[src/rtl/tl_mon_pkg.sv]
// Shared opcodes, error codes and helper functions for the TileLink link monitor.
package tl_mon_pkg;

  localparam logic [2:0] A_PUT_FULL    = 3'd0;
  localparam logic [2:0] A_PUT_PARTIAL = 3'd1;
  localparam logic [2:0] A_ARITHMETIC  = 3'd2;
  localparam logic [2:0] A_LOGICAL     = 3'd3;
  localparam logic [2:0] A_GET         = 3'd4;
  localparam logic [2:0] A_INTENT      = 3'd5;

  localparam logic [2:0] D_ACCESS_ACK      = 3'd0;
  localparam logic [2:0] D_ACCESS_ACK_DATA = 3'd1;
  localparam logic [2:0] D_HINT_ACK        = 3'd2;

  typedef enum logic [3:0] {
    ERR_NONE     = 4'd0,
    ERR_A_OPCODE = 4'd1,
    ERR_A_ALIGN  = 4'd2,
    ERR_A_BUSY   = 4'd3,
    ERR_A_BURST  = 4'd4,
    ERR_A_STABLE = 4'd5,
    ERR_D_NOREQ  = 4'd6,
    ERR_D_OPCODE = 4'd7,
    ERR_D_SIZE   = 4'd8,
    ERR_D_BURST  = 4'd9,
    ERR_D_STABLE = 4'd10,
    ERR_TIMEOUT  = 4'd11
  } err_code_e;

  typedef enum logic {
    ST_IDLE  = 1'b0,
    ST_BURST = 1'b1
  } burst_state_e;

  // Number of bus beats needed to move 2^size bytes.
  function automatic int unsigned tl_beats(input int unsigned size, input int unsigned beat_bytes);
    int unsigned bytes;
    bytes = 32'd1 << size;
    if (bytes <= beat_bytes) return 32'd1;
    return bytes / beat_bytes;
  endfunction

  // D opcode a correct slave answers with for a given A opcode.
  function automatic logic [2:0] tl_exp_d_opcode(input logic [2:0] a_opcode);
    logic [2:0] d_op;
    case (a_opcode)
      A_PUT_FULL, A_PUT_PARTIAL:       d_op = D_ACCESS_ACK;
      A_GET, A_ARITHMETIC, A_LOGICAL:  d_op = D_ACCESS_ACK_DATA;
      A_INTENT:                        d_op = D_HINT_ACK;
      default:                         d_op = D_ACCESS_ACK;
    endcase
    return d_op;
  endfunction

  // A requests that carry write data use one beat per BEAT_BYTES.
  function automatic logic tl_a_has_data(input logic [2:0] a_opcode);
    return (a_opcode == A_PUT_FULL) || (a_opcode == A_PUT_PARTIAL) ||
           (a_opcode == A_ARITHMETIC) || (a_opcode == A_LOGICAL);
  endfunction

  function automatic logic tl_a_legal(input logic [2:0] a_opcode, input logic uh_en);
    logic ok;
    case (a_opcode)
      A_PUT_FULL, A_PUT_PARTIAL, A_GET:   ok = 1'b1;
      A_ARITHMETIC, A_LOGICAL, A_INTENT:  ok = uh_en;
      default:                            ok = 1'b0;
    endcase
    return ok;
  endfunction

endpackage

[src/rtl/tl_mon_burst_tracker.sv]
// Per-channel burst tracker: beat down-counter, first/last flags, field
// capture on the first beat and valid/field hold check while stalled.
//
//   state    | meaning
//   ---------+--------------------------------------------------------
//   ST_IDLE  | next fire is a first beat
//   ST_BURST | inside a multi-beat burst, cnt_q beats still to come
module tl_mon_burst_tracker
  import tl_mon_pkg::*;
#(
  parameter int CNT_W  = 8,
  parameter int CAP_W  = 8,
  parameter int STAB_W = 8
) (
  input  logic              clock,
  input  logic              reset_n,
  input  logic              valid,
  input  logic              ready,
  input  logic [CNT_W-1:0]  beats,
  input  logic [CAP_W-1:0]  cap_fields,
  input  logic [STAB_W-1:0] stab_fields,
  output logic              first,
  output logic              last,
  output logic              burst_err,
  output logic              stable_err
);

  localparam logic [CNT_W-1:0] CNT_ONE = CNT_W'(1);

  burst_state_e      state_q, state_d;
  logic [CNT_W-1:0]  cnt_q;
  logic [CAP_W-1:0]  cap_q;
  logic [STAB_W-1:0] stab_q;
  logic              stall_q;
  logic              fire;

  assign fire = valid & ready;

  // State register.
  always_ff @(posedge clock or negedge reset_n) begin
    if (!reset_n) state_q <= ST_IDLE;
    else          state_q <= state_d;
  end

  // Next state plus first/last/burst flags for the current beat.
  always_comb begin
    state_d   = state_q;
    first     = 1'b0;
    last      = 1'b0;
    burst_err = 1'b0;
    case (state_q)
      ST_IDLE: begin
        if (fire) begin
          first = 1'b1;
          if (beats > CNT_ONE) state_d = ST_BURST;
          else                 last    = 1'b1;
        end
      end
      ST_BURST: begin
        if (fire) begin
          burst_err = (cap_fields != cap_q);
          if (cnt_q == CNT_ONE) begin
            last    = 1'b1;
            state_d = ST_IDLE;
          end
        end
      end
      default: state_d = ST_IDLE;
    endcase
  end

  // Remaining-beat counter and first-beat field capture.
  always_ff @(posedge clock or negedge reset_n) begin
    if (!reset_n) begin
      cnt_q <= '0;
      cap_q <= '0;
    end else if (fire) begin
      if (state_q == ST_IDLE) begin
        cnt_q <= beats - CNT_ONE;
        cap_q <= cap_fields;
      end else begin
        cnt_q <= cnt_q - CNT_ONE;
      end
    end
  end

  // Remember last cycle's stall and fields for the hold check.
  always_ff @(posedge clock or negedge reset_n) begin
    if (!reset_n) begin
      stall_q <= 1'b0;
      stab_q  <= '0;
    end else begin
      stall_q <= valid & ~ready;
      stab_q  <= stab_fields;
    end
  end

  assign stable_err = stall_q & (~valid | (stab_fields != stab_q));

endmodule

[src/rtl/tl_ul_protocol_monitor.sv]
// Passive checker for one TileLink-UL/UH A/D link: per-source in-flight
// table, burst and stability checks, response timeouts, error reporting.
module tl_ul_protocol_monitor
  import tl_mon_pkg::*;
#(
  parameter int SOURCE_W   = 2,
  parameter int ADDR_W     = 32,
  parameter int SIZE_W     = 3,
  parameter int BEAT_BYTES = 4,
  parameter int UH_EN      = 0,
  parameter int TIMEOUT    = 1023
) (
  input  logic                  clock,
  input  logic                  reset_n,
  input  logic                  a_valid,
  input  logic                  a_ready,
  input  logic [2:0]            a_opcode,
  input  logic [2:0]            a_param,
  input  logic [SIZE_W-1:0]     a_size,
  input  logic [SOURCE_W-1:0]   a_source,
  input  logic [ADDR_W-1:0]     a_address,
  input  logic [BEAT_BYTES-1:0] a_mask,
  input  logic                  d_valid,
  input  logic                  d_ready,
  input  logic [2:0]            d_opcode,
  input  logic [1:0]            d_param,
  input  logic [SIZE_W-1:0]     d_size,
  input  logic [SOURCE_W-1:0]   d_source,
  input  logic                  d_denied,
  input  logic                  d_corrupt,
  output logic                  err_valid,
  output logic [3:0]            err_code,
  output logic                  err_sticky,
  output logic [SOURCE_W-1:0]   err_source,
  output logic [7:0]            err_count,
  output logic [SOURCE_W:0]     inflight
);

  localparam int NSRC     = 1 << SOURCE_W;
  localparam int CNT_W    = 1 << SIZE_W;
  localparam int LANE_W   = $clog2(BEAT_BYTES);
  localparam int TMR_W    = $clog2(TIMEOUT + 2);
  localparam int A_CAP_W  = 6 + SIZE_W + SOURCE_W + ADDR_W;
  localparam int A_STAB_W = A_CAP_W + BEAT_BYTES;
  localparam int D_CAP_W  = 5 + SIZE_W + SOURCE_W;
  localparam int D_STAB_W = D_CAP_W + 2;

  // Any address bit below the transfer size set means misaligned.
  function automatic logic misaligned(input logic [ADDR_W-1:0] addr, input logic [SIZE_W-1:0] size);
    logic bad;
    bad = 1'b0;
    for (int i = 0; i < ADDR_W; i++) begin
      if ((i < int'(size)) && addr[i]) bad = 1'b1;
    end
    return bad;
  endfunction

  // Byte lanes a Get of 2^size bytes at addr must enable.
  function automatic logic [BEAT_BYTES-1:0] lane_mask(input logic [ADDR_W-1:0] addr, input logic [SIZE_W-1:0] size);
    logic [BEAT_BYTES-1:0] m;
    int bytes;
    int off;
    bytes = 1 << size;
    off   = 0;
    for (int b = 0; b < LANE_W; b++) begin
      if (addr[b]) off = off + (1 << b);
    end
    for (int i = 0; i < BEAT_BYTES; i++) begin
      m[i] = (bytes >= BEAT_BYTES) || ((i >= off) && (i < off + bytes));
    end
    return m;
  endfunction

  logic                a_fire;
  logic [CNT_W-1:0]    a_beats, d_beats;
  logic                a_first, a_last, a_burst_err, a_stable_err;
  logic                d_first, d_last, d_burst_err, d_stable_err;
  logic                unused_a_last;

  logic [NSRC-1:0]     busy_q, busy_d, set_vec, clr_vec;
  logic [2:0]          op_q   [NSRC];
  logic [SIZE_W-1:0]   size_q [NSRC];
  logic [NSRC-1:0]     to_pend, to_grant;
  logic [SOURCE_W:0]   infl_d;

  logic                err_hit;
  err_code_e           err_code_d;
  logic [SOURCE_W-1:0] err_src_d;
  logic [SOURCE_W-1:0] to_idx;
  logic                a_align_bad;

  assign a_fire  = a_valid & a_ready;
  assign a_beats = tl_a_has_data(a_opcode) ? CNT_W'(tl_beats(32'(a_size), BEAT_BYTES)) : CNT_W'(1);
  assign d_beats = (d_opcode == D_ACCESS_ACK_DATA) ? CNT_W'(tl_beats(32'(d_size), BEAT_BYTES)) : CNT_W'(1);

  // The table only cares when an A request starts, never when it ends.
  assign unused_a_last = a_last;

  tl_mon_burst_tracker #(
    .CNT_W  (CNT_W),
    .CAP_W  (A_CAP_W),
    .STAB_W (A_STAB_W)
  ) u_a_track (
    .clock       (clock),
    .reset_n     (reset_n),
    .valid       (a_valid),
    .ready       (a_ready),
    .beats       (a_beats),
    .cap_fields  ({a_opcode, a_param, a_size, a_source, a_address}),
    .stab_fields ({a_opcode, a_param, a_size, a_source, a_address, a_mask}),
    .first       (a_first),
    .last        (a_last),
    .burst_err   (a_burst_err),
    .stable_err  (a_stable_err)
  );

  tl_mon_burst_tracker #(
    .CNT_W  (CNT_W),
    .CAP_W  (D_CAP_W),
    .STAB_W (D_STAB_W)
  ) u_d_track (
    .clock       (clock),
    .reset_n     (reset_n),
    .valid       (d_valid),
    .ready       (d_ready),
    .beats       (d_beats),
    .cap_fields  ({d_opcode, d_param, d_size, d_source}),
    .stab_fields ({d_opcode, d_param, d_size, d_source, d_denied, d_corrupt}),
    .first       (d_first),
    .last        (d_last),
    .burst_err   (d_burst_err),
    .stable_err  (d_stable_err)
  );

  // Per-source set/clear requests; a set overrides a same-cycle clear.
  always_comb begin
    set_vec = '0;
    clr_vec = '0;
    infl_d  = '0;
    for (int s = 0; s < NSRC; s++) begin
      set_vec[s] = a_first && (a_source == SOURCE_W'(s));
      clr_vec[s] = d_last && (d_source == SOURCE_W'(s));
    end
    busy_d = (busy_q & ~clr_vec) | set_vec;
    for (int s = 0; s < NSRC; s++) begin
      infl_d = infl_d + (SOURCE_W+1)'(busy_d[s]);
    end
  end

  // Source table: busy flag plus the request opcode and size.
  always_ff @(posedge clock or negedge reset_n) begin
    if (!reset_n) begin
      busy_q <= '0;
      for (int s = 0; s < NSRC; s++) begin
        op_q[s]   <= '0;
        size_q[s] <= '0;
      end
    end else begin
      busy_q <= busy_d;
      for (int s = 0; s < NSRC; s++) begin
        if (set_vec[s]) begin
          op_q[s]   <= a_opcode;
          size_q[s] <= a_size;
        end
      end
    end
  end

  generate
    if (TIMEOUT > 0) begin : g_timeout
      localparam logic [TMR_W-1:0] TMR_LOAD = TMR_W'(TIMEOUT + 1);
      logic [TMR_W-1:0] tmr_q [NSRC];
      logic [NSRC-1:0]  to_done_q;

      // Remaining-cycles timer per source; zero means age hit TIMEOUT+1.
      always_ff @(posedge clock or negedge reset_n) begin
        if (!reset_n) begin
          to_done_q <= '0;
          for (int s = 0; s < NSRC; s++) tmr_q[s] <= '0;
        end else begin
          for (int s = 0; s < NSRC; s++) begin
            if (set_vec[s])                          tmr_q[s] <= TMR_LOAD;
            else if (busy_q[s] && (tmr_q[s] != '0))  tmr_q[s] <= tmr_q[s] - 1'b1;
            if (set_vec[s] || clr_vec[s]) to_done_q[s] <= 1'b0;
            else if (to_grant[s])         to_done_q[s] <= 1'b1;
          end
        end
      end

      // A source is reported once, then silenced until it clears.
      always_comb begin
        to_pend = '0;
        for (int s = 0; s < NSRC; s++) begin
          to_pend[s] = busy_q[s] && (tmr_q[s] == '0) && !to_done_q[s];
        end
      end
    end else begin : g_no_timeout
      logic [NSRC-1:0] unused_to_grant;
      assign unused_to_grant = to_grant;
      assign to_pend = '0;
    end
  endgenerate

  assign a_align_bad = misaligned(a_address, a_size) ||
                       ((a_opcode == A_GET) && (a_mask != lane_mask(a_address, a_size)));

  // Priority encode this cycle's violations; the lowest code wins.
  always_comb begin
    err_hit    = 1'b1;
    err_code_d = ERR_NONE;
    err_src_d  = '0;
    to_grant   = '0;
    to_idx     = '0;
    for (int s = NSRC - 1; s >= 0; s--) begin
      if (to_pend[s]) to_idx = SOURCE_W'(s);
    end
    if (a_fire && !tl_a_legal(a_opcode, UH_EN != 0)) begin
      err_code_d = ERR_A_OPCODE;
      err_src_d  = a_source;
    end else if (a_fire && a_align_bad) begin
      err_code_d = ERR_A_ALIGN;
      err_src_d  = a_source;
    end else if (a_first && busy_q[a_source] && !clr_vec[a_source]) begin
      err_code_d = ERR_A_BUSY;
      err_src_d  = a_source;
    end else if (a_burst_err) begin
      err_code_d = ERR_A_BURST;
      err_src_d  = a_source;
    end else if (a_stable_err) begin
      err_code_d = ERR_A_STABLE;
      err_src_d  = a_source;
    end else if (d_first && !busy_q[d_source]) begin
      err_code_d = ERR_D_NOREQ;
      err_src_d  = d_source;
    end else if (d_first && (d_opcode != tl_exp_d_opcode(op_q[d_source]))) begin
      err_code_d = ERR_D_OPCODE;
      err_src_d  = d_source;
    end else if (d_first && (d_size != size_q[d_source])) begin
      err_code_d = ERR_D_SIZE;
      err_src_d  = d_source;
    end else if (d_burst_err) begin
      err_code_d = ERR_D_BURST;
      err_src_d  = d_source;
    end else if (d_stable_err) begin
      err_code_d = ERR_D_STABLE;
      err_src_d  = d_source;
    end else if (|to_pend) begin
      err_code_d       = ERR_TIMEOUT;
      err_src_d        = to_idx;
      to_grant[to_idx] = 1'b1;
    end else begin
      err_hit = 1'b0;
    end
  end

  // Registered error reporting and in-flight count.
  always_ff @(posedge clock or negedge reset_n) begin
    if (!reset_n) begin
      err_valid  <= 1'b0;
      err_code   <= '0;
      err_sticky <= 1'b0;
      err_source <= '0;
      err_count  <= '0;
      inflight   <= '0;
    end else begin
      err_valid <= err_hit;
      inflight  <= infl_d;
      if (err_hit) begin
        err_code   <= err_code_d;
        err_source <= err_src_d;
        err_sticky <= 1'b1;
        if (err_count != 8'hFF) err_count <= err_count + 8'd1;
      end
    end
  end

endmodule
[config.mk]
export PLATFORM = sky130hd
export DESIGN_NAME = tl_ul_protocol_monitor
export DESIGN_NICKNAME = d
export VERILOG_FILES = /design/src/rtl/tl_mon_pkg.sv /design/src/rtl/tl_mon_burst_tracker.sv /design/src/rtl/tl_ul_protocol_monitor.sv
export SDC_FILE = /design/constraint.sdc
export NUM_CORES = 1
export LEC_CHECK = 0
export CAP_MARGIN = 10
export CELL_PAD_IN_SITES_DETAIL_PLACEMENT = 0
export CELL_PAD_IN_SITES_GLOBAL_PLACEMENT = 1
export CORE_ASPECT_RATIO = 0.6
export CORE_MARGIN = 1
export CORE_UTILIZATION = 30
export CTS_BUF_LIST = sky130_fd_sc_hd__clkbuf_4
export DETAILED_ROUTE_END_ITERATION = 16
export PLACE_DENSITY = 0.61
export SYNTH_ARGS = -nofsm -noshare
export SYNTH_HDL_FRONTEND = slang
export SYNTH_SLANG_ARGS = --single-unit
[constraint.sdc]
create_clock -name clock -period 9.2 [get_ports clock]
set_input_delay 2.76 -clock clock [delete_from_list [all_inputs] [get_ports clock]]
set_output_delay 2.76 -clock clock [all_outputs]
set_load 0.02 [all_outputs]
== Word-level counts from Yosys, hierarchy flattened ==
Index checks and enable logic that the tools add are counted.
Storage, ports and cells
  bits of input ports: 65
  register bits: 227
  output and inout bits: 19
Operators by class
  bitwise logic cells: 18
  $lt $le $gt $ge: 25
  add/subtract/negate cells: 14
  muxes and demuxes: 128
  shift operators: 3
  equality and inequality tests: 25
  reduce and logical (&&, ||, !) cells: 84
Operators by type and width (count)
  << shifter 1 x 3 -> 32 bit, first input constant: 3
  two-way mux 11 bit: 8
  two-way mux 4 bit: 22
  greater-or-equal comparator 3 x 32 -> 1 bit, first input constant: 2
  <= comparator 32 x 3 -> 1 bit, second input constant: 2
  less-than comparator 3 x 32 -> 1 bit, first input constant: 2
  two-way mux 1 bit: 56
  two-way mux 8 bit: 6
  inequality test 47 bit: 1
  zero test 11 bit: 4
  nonzero test 11 bit: 4
  subtractor 11 x 1 -> 11 bit, second input constant: 4
  inequality test 43 bit: 1
  logical AND 1 bit: 40
  adder 32 bit: 1
  greater-or-equal comparator 1 x 32 -> 1 bit, first input constant: 1
  greater-or-equal comparator 2 x 32 -> 1 bit, first input constant: 1
  greater-or-equal comparator 32 x 4 -> 1 bit, second input constant: 1
  less-than comparator 1 x 32 -> 1 bit, first input constant: 1
  less-than comparator 2 x 32 -> 1 bit, first input constant: 1
  two-way mux 32 bit: 1
  subtractor 8 x 1 -> 8 bit, second input constant: 4
  two-way mux 2 bit: 15
  two-way mux 3 bit: 10
  43 further kinds: 106

== Logic depth before layout (Yosys ltp) ==
  word-level depth: 28
  mapped depth: 15
  depth with buffers taken out: 13

== Cells and area by module ==
Synthesis repeated with hierarchy kept, for this count alone.
Unflattened totals
  cells, all modules: 1187
  area, all modules: 11818.8 um^2
Modules (own cells, without submodules)
  tl_ul_protocol_monitor: times used 1, seq. area each 2377.3 um^2, area an instance 5584.1 um^2, cells an instance 579
  tl_mon_burst_tracker (u_a_track): times used 1, seq. area each 2502.4 um^2, area an instance 4555.6 um^2, cells an instance 454
  tl_mon_burst_tracker (u_d_track): times used 1, seq. area each 800.8 um^2, area an instance 1679.1 um^2, cells an instance 154

== Worst setup path after synthesis ==
No wires, ideal clock.
  kind: in2reg
  start point: input port a_size[0]
  end point: register err_count[5]
  path slack: 3.231 ns
  required time: 9.075 ns
  stages on the path: 14
  data arrival time: 5.844 ns
  cells stage by stage: clkbuf_1 -> clkbuf_1 -> nor2_1 -> ha_1 -> fa_1 -> or3_1 -> a211o_1 -> a22oi_1 -> a31oi_1 -> nor3_4 -> and4_4 -> buf_6 -> nor2_2 -> mux2_4
On the way
  cells in the longest elaborated chain, start to end: 14
  elaborated cells on any way between the ends: 52
  those cells by class: add/sub: 1; order compare: 12; eq/ne: 3; shift: 1; mux: 14; bitwise: 2; reduce/logical: 19
Ends and longest elaborated chain
  start, declared: line tl_ul_protocol_monitor.sv:19  | input logic [SIZE_W-1:0] a_size,
  parallel branches: the longest is 11 deep, another holds adder 32 bit
  two-way mux 1 bit *: line tl_ul_protocol_monitor.sv:220  | end else if (a_fire && a_align_bad) begin
  two-way mux 1 bit *: line tl_ul_protocol_monitor.sv:217  | if (a_fire && !tl_a_legal(a_opcode, UH_EN != 0)) begin
  AND reduction 2 bit (no source line) *
  end signal, assigned: line tl_ul_protocol_monitor.sv:272  | if (err_count != 8'hFF) err_count <= err_count + 8'd1;
  end, declared: line tl_ul_protocol_monitor.sv:35  | output logic [7:0] err_count,
Every way passes the cells marked *.
A chain may end at the register's enable or synchronous reset.

== Worst setup path after layout ==
  start point: input port a_size[1]
  end point: register err_count[2]
The elaborated chain is that of the path after synthesis.

==> metrics.md <==
| Metric | Value |
|---|---|
| Hold depth | `2` |
| Drt initial violations | `565` |
| Combinational power share | `0.318` |
| Final hold slack | `479 ps` |
| Antenna violations before repair | `2` |
| Pin count of the biggest net entering global routing | `151` |
| Clk_lat worst skew | `740 ps` |
| Most common cell after layout, fill and taps aside | `nand2_1` |
| Element type at the critical path start | `input pin` |
| Sequential cell fraction of total power | `0.451` |
| F_max | `0.157 GHz` |
| Drt drc | `0` |
| Final setup margin | `2810 ps` |
| Post-DR vias/cell | `4.67` |
| Critical path capture point type | `flop` |
| Crit-path leading delay family | `simple AND/OR/NAND/NOR gates` |
| Effective utilization at floorplan | `0.307` |
| Count of nets after finishing | `1336` |
| Post-CTS Setup Bufs | `0` |
| Number of search-and-repair iterations in the first detailed-routing pass | `5` |
| CTS Root Cell | `clkbuf_4` |
| Routed wirelength normalized by instance count | `17.3 um` |
| Final clock skew | `52.3 ps` |
| Shortest period the worst path allows | `6390 ps` |
| Clock Sink Count | `227` |
| Number of synthesized flops with an enable pin | `0` |
| Number of fill cells | `3762` |
| Critical path data arrival time | `7010 ps` |
| Remaining number of nets flagged by the antenna check after routing | `0` |
| Master of the slowest instance on the critical path | `clkdlybuf4s50_1` |
| Area of the core | `36600 um2` |
| TritonCTS clock tree | `built` |
| Worst-case register-to-register setup slack | `5730 ps` |
| Number of logic stages on the critical path including buffering | `13` |
| Synth Instances | `1143` |
| Worst setup path class | `in2reg` |
| Deepest clock path buffer count | `3` |
| Static Leak | `5.66 nW` |
| Leading register cell type out of synthesis | `dfrtp_1` |
| Resized cells post-CTS | `0` |
| Largest vdd supply drop | `111 uV` |
| Switching Fraction | `0.370` |
| Share of async-settable or async-resettable flops after synthesis | `1.00` |
| Share of power burned in the clock network | `0.231` |
| Final hold violations | `0` |
| Commonest cells after routing, fill and taps aside | `233 x nand2_1, 227 x dfrtp_1, 121 x xnor2_1` |
| Worst setup slack before clock tree synthesis | `2000 ps` |
| Post-synthesis instance area | `11200 um2` |
| Distinct cell type count of the synthesized netlist | `71` |
| Largest stage delay, worst path | `750 ps` |
| Count of buffer and inverter cells on the critical path | `1` |
| Hold Crit Endpoint | `op_q[8]` |
| Synth Net Count | `1229` |
| Number of buffers added on ports | `83` |
| Layout cells sized above 1 | `0.115` |
| Die Span Y | `152 um` |
| TritonCTS buffer count | `59` |
| Placer congestion estimate | `0.798` |
| Internal power consumption | `2.31 mW` |
| Worst flop-to-flop path startpoint | `u_a_track.state_q` |
| PD cells | `275 nW/um2` |
| CTS Hold Bufs | `0` |
| Horizontal die dimension | `252 um` |
| Hold path startpoint | `op_q[8]` |
| Global-route wire length before repair | `49100 um` |
| Unrepaired setup endpoints after global routing | `false` |
| Average footprint of a synthesized cell | `9.83 um2` |
| H-tree level count | `2` |
| Worst-margin pin slew | `987 ps` |
| Yosys warns | `0` |
| Worst hold path type | `reg2reg` |
| Slew HR | `0.340` |
| Routed WL | `31100 um` |
| Via count | `8384` |
| Post-DP HPWL | `21800 um` |
| Clock edge transition at the registers on the reported setup and hold paths | `70 ps` |
| Required time of the worst setup path | `9830 ps` |
| Depth of the worst register-to-register path | `7` |
| Cell-by-cell trace of the critical path | `clkdlybuf4s50_1 -> or2_2 -> nor2_1 -> ha_1 -> fa_1 -> or3_1 -> a211o_1 -> a22oi_1 -> a31oi_1 -> nor3_4 -> and4_4 -> nand2b_1 -> mux2_2` |
| Max-cap violations | `0` |
| Count of pins over their slew limit | `0` |
| Number of placed I/O pins | `84` |
| R2R Path End | `inflight[1]` |
| Outcome | `complete, no violations` |
| Global Route Usage Sum | `0.166` |
| Number of placement rows | `54` |
| Net switching power of the design | `1.35 mW` |
| Setup Viol. Count Final | `0` |
| Biggest fanout along the worst timing path | `18` |
| Sequential cell area fraction in the yosys report | `0.506` |
| Final total negative setup slack | `0 ps` |
| Full die area | `38200 um2` |
| Global route total overflow | `0` |
| Number of synthesized register bits | `227` |
| Number of global-route vias before repair | `8255` |
| Final cycle utilization of the critical path | `0.694` |
| Area growth from synthesis to layout | `18.5%` |
## registers in the layout, indices dropped and copies added (netlist names), 2 cells and up
name / count
g_timeout.tmr_q: 44
u_d_track.cnt_q: 8
u_a_track.cnt_q: 8
err_code: 4
g_timeout.to_done_q: 4
inflight: 3
u_d_track.stab_q: 12
busy_q: 4
op_q: 12
size_q: 12
u_a_track.stab_q: 47
u_a_track.cap_q: 43
err_source: 2
err_count: 8
u_d_track.cap_q: 10
## cell usage after synthesis (3+ instances only)
library cell | instances | share of area
nand2_1 | 233 | 0.078
dfrtp_1 | 227 | 0.51
xnor2_1 | 121 | 0.094
nor2_1 | 91 | 0.030
clkbuf_1 | 42 | 0.014
o21ai_0 | 38 | 0.017
xor2_1 | 38 | 0.030
inv_1 | 29 | 0.0097
nand4_1 | 28 | 0.016
nor3_1 | 28 | 0.012
nand3_1 | 24 | 0.011
nor4_1 | 21 | 0.012
a21oi_1 | 20 | 0.0089
ha_1 | 19 | 0.021
mux2_2 | 15 | 0.015
nor2b_1 | 11 | 0.0061
nand2b_1 | 10 | 0.0056
a31oi_1 | 9 | 0.0050
mux2i_1 | 9 | 0.0080
or2_2 | 9 | 0.0050
a211oi_1 | 8 | 0.0053
nor4b_1 | 8 | 0.0062
or3_1 | 8 | 0.0045
and2_1 | 5 | 0.0028
mux4_2 | 5 | 0.010
or4_1 | 5 | 0.0033
and3_1 | 4 | 0.0022
o211ai_1 | 4 | 0.0027
a21o_1 | 3 | 0.0020
buf_2 | 3 | 0.0013
mux2_4 | 3 | 0.0040
nand3b_1 | 3 | 0.0020
nor2_2 | 3 | 0.0017
nor3b_1 | 3 | 0.0020
o22a_1 | 3 | 0.0023
o22ai_1 | 3 | 0.0017
o31a_1 | 3 | 0.0023
## layout make-up
class                           count  area, um2  area share
Multi-Input combinational cell    838       5260       0.395
Sequential cell                   227       5680       0.427
Antenna cell                        2       5.00    0.000376
Clock inverter                     17       68.8     0.00517
Inverter                           29        109     0.00818
Timing Repair Buffer               95        938      0.0705
Clock buffer                       83        623      0.0468
Tap cell                          504        631      0.0474
## layer usage
layer	wire length, um	track usage
met5	0	0
met4	560	0.0473
met3	1620	0.0389
met2	11800	0.208
met1	17200	0.273
## how the worst max path moves through the flow
stage | from | end
6_report | a_size[1] | err_count[2]
3_5_place_dp | a_size[1] | err_count[1]
5_1_grt | a_size[1] | err_count[2]
3_3_place_gp | a_size[1] | err_count[2]
4_1_cts | a_size[1] | err_count[2]
2_1_floorplan | a_size[0] | err_count[5]
## worst register-to-register path, cell delays in order, from the launching register on
cell,delay [ps]
dfrtp_1,710
nand2b_2,530
buf_4,460
or3_1,480
o21ai_0,240
fa_1,490
ha_1,210
ha_1,270
## logic make-up (layout without fill, tap and decap cells)
group,Yosys count,after routing,synth area share
flip-flops,227,227,0.506
multiplexers,32,32,0.0371
AO/OA/AOI/OAI,125,125,0.0736
XOR/XNOR,159,159,0.124
other,0,2,0
AND/OR/NAND/NOR,501,501,0.207
buffers and inverters,78,224,0.0274
adder cells (fa/ha/maj),21,21,0.0247
## power groups by stage
stage                     Clock (mW)  Sequential (mW)  Combinational (mW)
final                          0.846             1.65                1.16
after global routing           0.946             1.70                1.32
after CTS                      0.891             1.65                1.18
after detailed placement           0             1.66                1.17
after global placement             0             1.66                1.15
after floorplan                    0             1.61               0.811
## metrics by stage
step                      power (mW)  utilization  instance area [um2]  std cells
after floorplan                 2.43            -                11200       1143
after global placement          2.81        0.345                12600       1693
after detailed placement        2.83        0.345                12600       1693
after CTS                       3.72        0.363                13300       1793
after global routing            3.97        0.364                13300       1795
final                           3.66        0.364                13300       1795
Note: power is estimated with default switching activity, not from simulation.
==> variant: new RTL, same settings <==
The output `err_valid` loses its register stage (`err_valid` becomes a continuous assignment).
--- a/src/rtl/tl_ul_protocol_monitor.sv
+++ b/src/rtl/tl_ul_protocol_monitor.sv
@@ -257,5 +257,4 @@
   always_ff @(posedge clock or negedge reset_n) begin
     if (!reset_n) begin
-      err_valid  <= 1'b0;
       err_code   <= '0;
       err_sticky <= 1'b0;
@@ -264,5 +263,4 @@
       inflight   <= '0;
     end else begin
-      err_valid <= err_hit;
       inflight  <= infl_d;
       if (err_hit) begin
@@ -275,3 +273,5 @@
   end
 
+  assign err_valid = err_hit;
+
 endmodule
Formal check against the unedited RTL: not equivalent (a bounded check fails within 4 cycles, from zero or initial values and one cycle with reset_n low).
==> variant against the original RTL <==
  * Hold slack lost 7.4 ps
  * Final cell count rose by 1.6%
  * Routed wire length increased by 0.73%
  * Synthesized cell count barely moved
  * Synthesized area shrank 0.22%
  * Sequential cell count is 1 lower
  * Total power grew 3.3%
  * Design area increased by 2.0%
  * Core utilization rose by 0.80 points
  * Worst setup slack got worse by 2400 ps
  * Critical path type is now in -> out
  * Critical endpoint is now err_valid
==> variant: results (changes against the original RTL) <==
Finish
The share of final layout cell area taken by clock buffers and inverters is 5.850% (+0.65 points). The sequential cell count is 226 (-0.44%). The multi-input logic portion of the cell area is 38.76% (-0.74 points). The share of the final layout cell area in sequential cells is 41.64% (-1.0 points). The share of post-route cells with drive strength above 1 is 13.36% (+1.9 points). The net count reported at finish is 1359 (+1.7%). The number of clock buffers in the layout is 84 (+1.2%).

The relative area of non-clock buffer cells in the final design is 8.254% (+1.2 points). The total inserted antenna cells is 3 (+1).

Synth
The share of the synthesized netlist area taken by xor and xnor gates was 12.43% (+0.028 points). The multiplexer share of the synthesized area was 3.718% (+0.0083 points). The complex-gate fraction of the synthesized area is 7.381% (+0.016 points). After synthesis, the cell types taking the most area are sky130_fd_sc_hd__dfrtp_1 (50%), sky130_fd_sc_hd__xnor2_1 (9.5%), sky130_fd_sc_hd__nand2_1 (7.8%).

By count the netlist is led by sky130_fd_sc_hd__nand2_1 (233), sky130_fd_sc_hd__dfrtp_1 (226), sky130_fd_sc_hd__xnor2_1 (121), sky130_fd_sc_hd__nor2_1 (91), sky130_fd_sc_hd__clkbuf_1 (42). The arithmetic-cell share of the synthesized area counting full adders, half adders and majority gates is 2.479% (+0.0055 points). The synthesized area per cell is 9.812 µm² (-0.14%).

Drt
The per-cell via count in the routed design is 4.695 (+0.52%). The DRC marker count from the first detailed-route iteration came to 557 (-1.4%). The total wire length after detailed routing is 31370 µm (+0.73%).

GRT
The largest net degree at the start of global routing is 129 (-15%). The global-route met3 utilization is 3.673% (-0.22 points). The number of global-route vias before repair is 8489 (+2.8%). The met1 track utilization from global routing came to 26.88% (-0.43 points).

The global-route wire length before repair is 49620 µm (+1.0%). The met2 routing resource usage after global routing is 22.54% (+1.7 points).

Run status
The flow ran to the end, and the final reports show no timing, DRC or antenna violations.

Power
The maximum vdd ir drop came to 76.45 µV (-31%). The combinational power share is 31.4% (-0.4 points). The net switching power was 1.379 mW (+1.9%).

The static power due to leakage is 5.816 nW (+2.8%).

Timing
The worst-margin pin slew is 905.7 ps (-81.35 ps). The worst-case clock skew came to 40.52 ps (-11.78 ps).

Setup path
The arrival time at the worst endpoint is 6020 ps (-990 ps). The largest fanout on the critical path is 4 (-14).

Placed design
The placed wire-length estimate is 22160 µm (+1.7%).

Clock network
The count of instances resized after the clock tree is built is 1 (+1).
## variant: through the flow
stage               setup WS, ps  instance area, µm²  hold WS (ps)  power (mW)
floorplan                  817.9               11210         440.9       2.420
global placement           15.16               12770         456.8       2.828
detailed placement         20.99               12770         460.2       2.847
CTS                        19.00               13570         477.9       3.837
global route               235.4               13580         495.2       4.079
finish                     419.8               13580         472.0       3.784
## variant: worst paths after layout
path,from,endpoint,slack [ps],cells after the start
setup / recovery,a_size[2],err_valid,420,13
hold / removal,err_sticky,err_sticky,470,1
setup reg to reg,g_timeout.tmr_q[25],err_count[7],5880,8
hold reg to reg,err_sticky,err_sticky,470,1
max in group asynchronous,reset_n,u_a_track.stab_q[14],5930,2
min in group asynchronous,reset_n,u_a_track.cap_q[24],2060,1
## variant: routing by layer
layer | part of all wire (%) | routed length (µm)
met3 | 4.7 | 1469
met1 | 55 | 17380
met4 | 1.7 | 523
met5 | 0 | 0
met2 | 38 | 12000
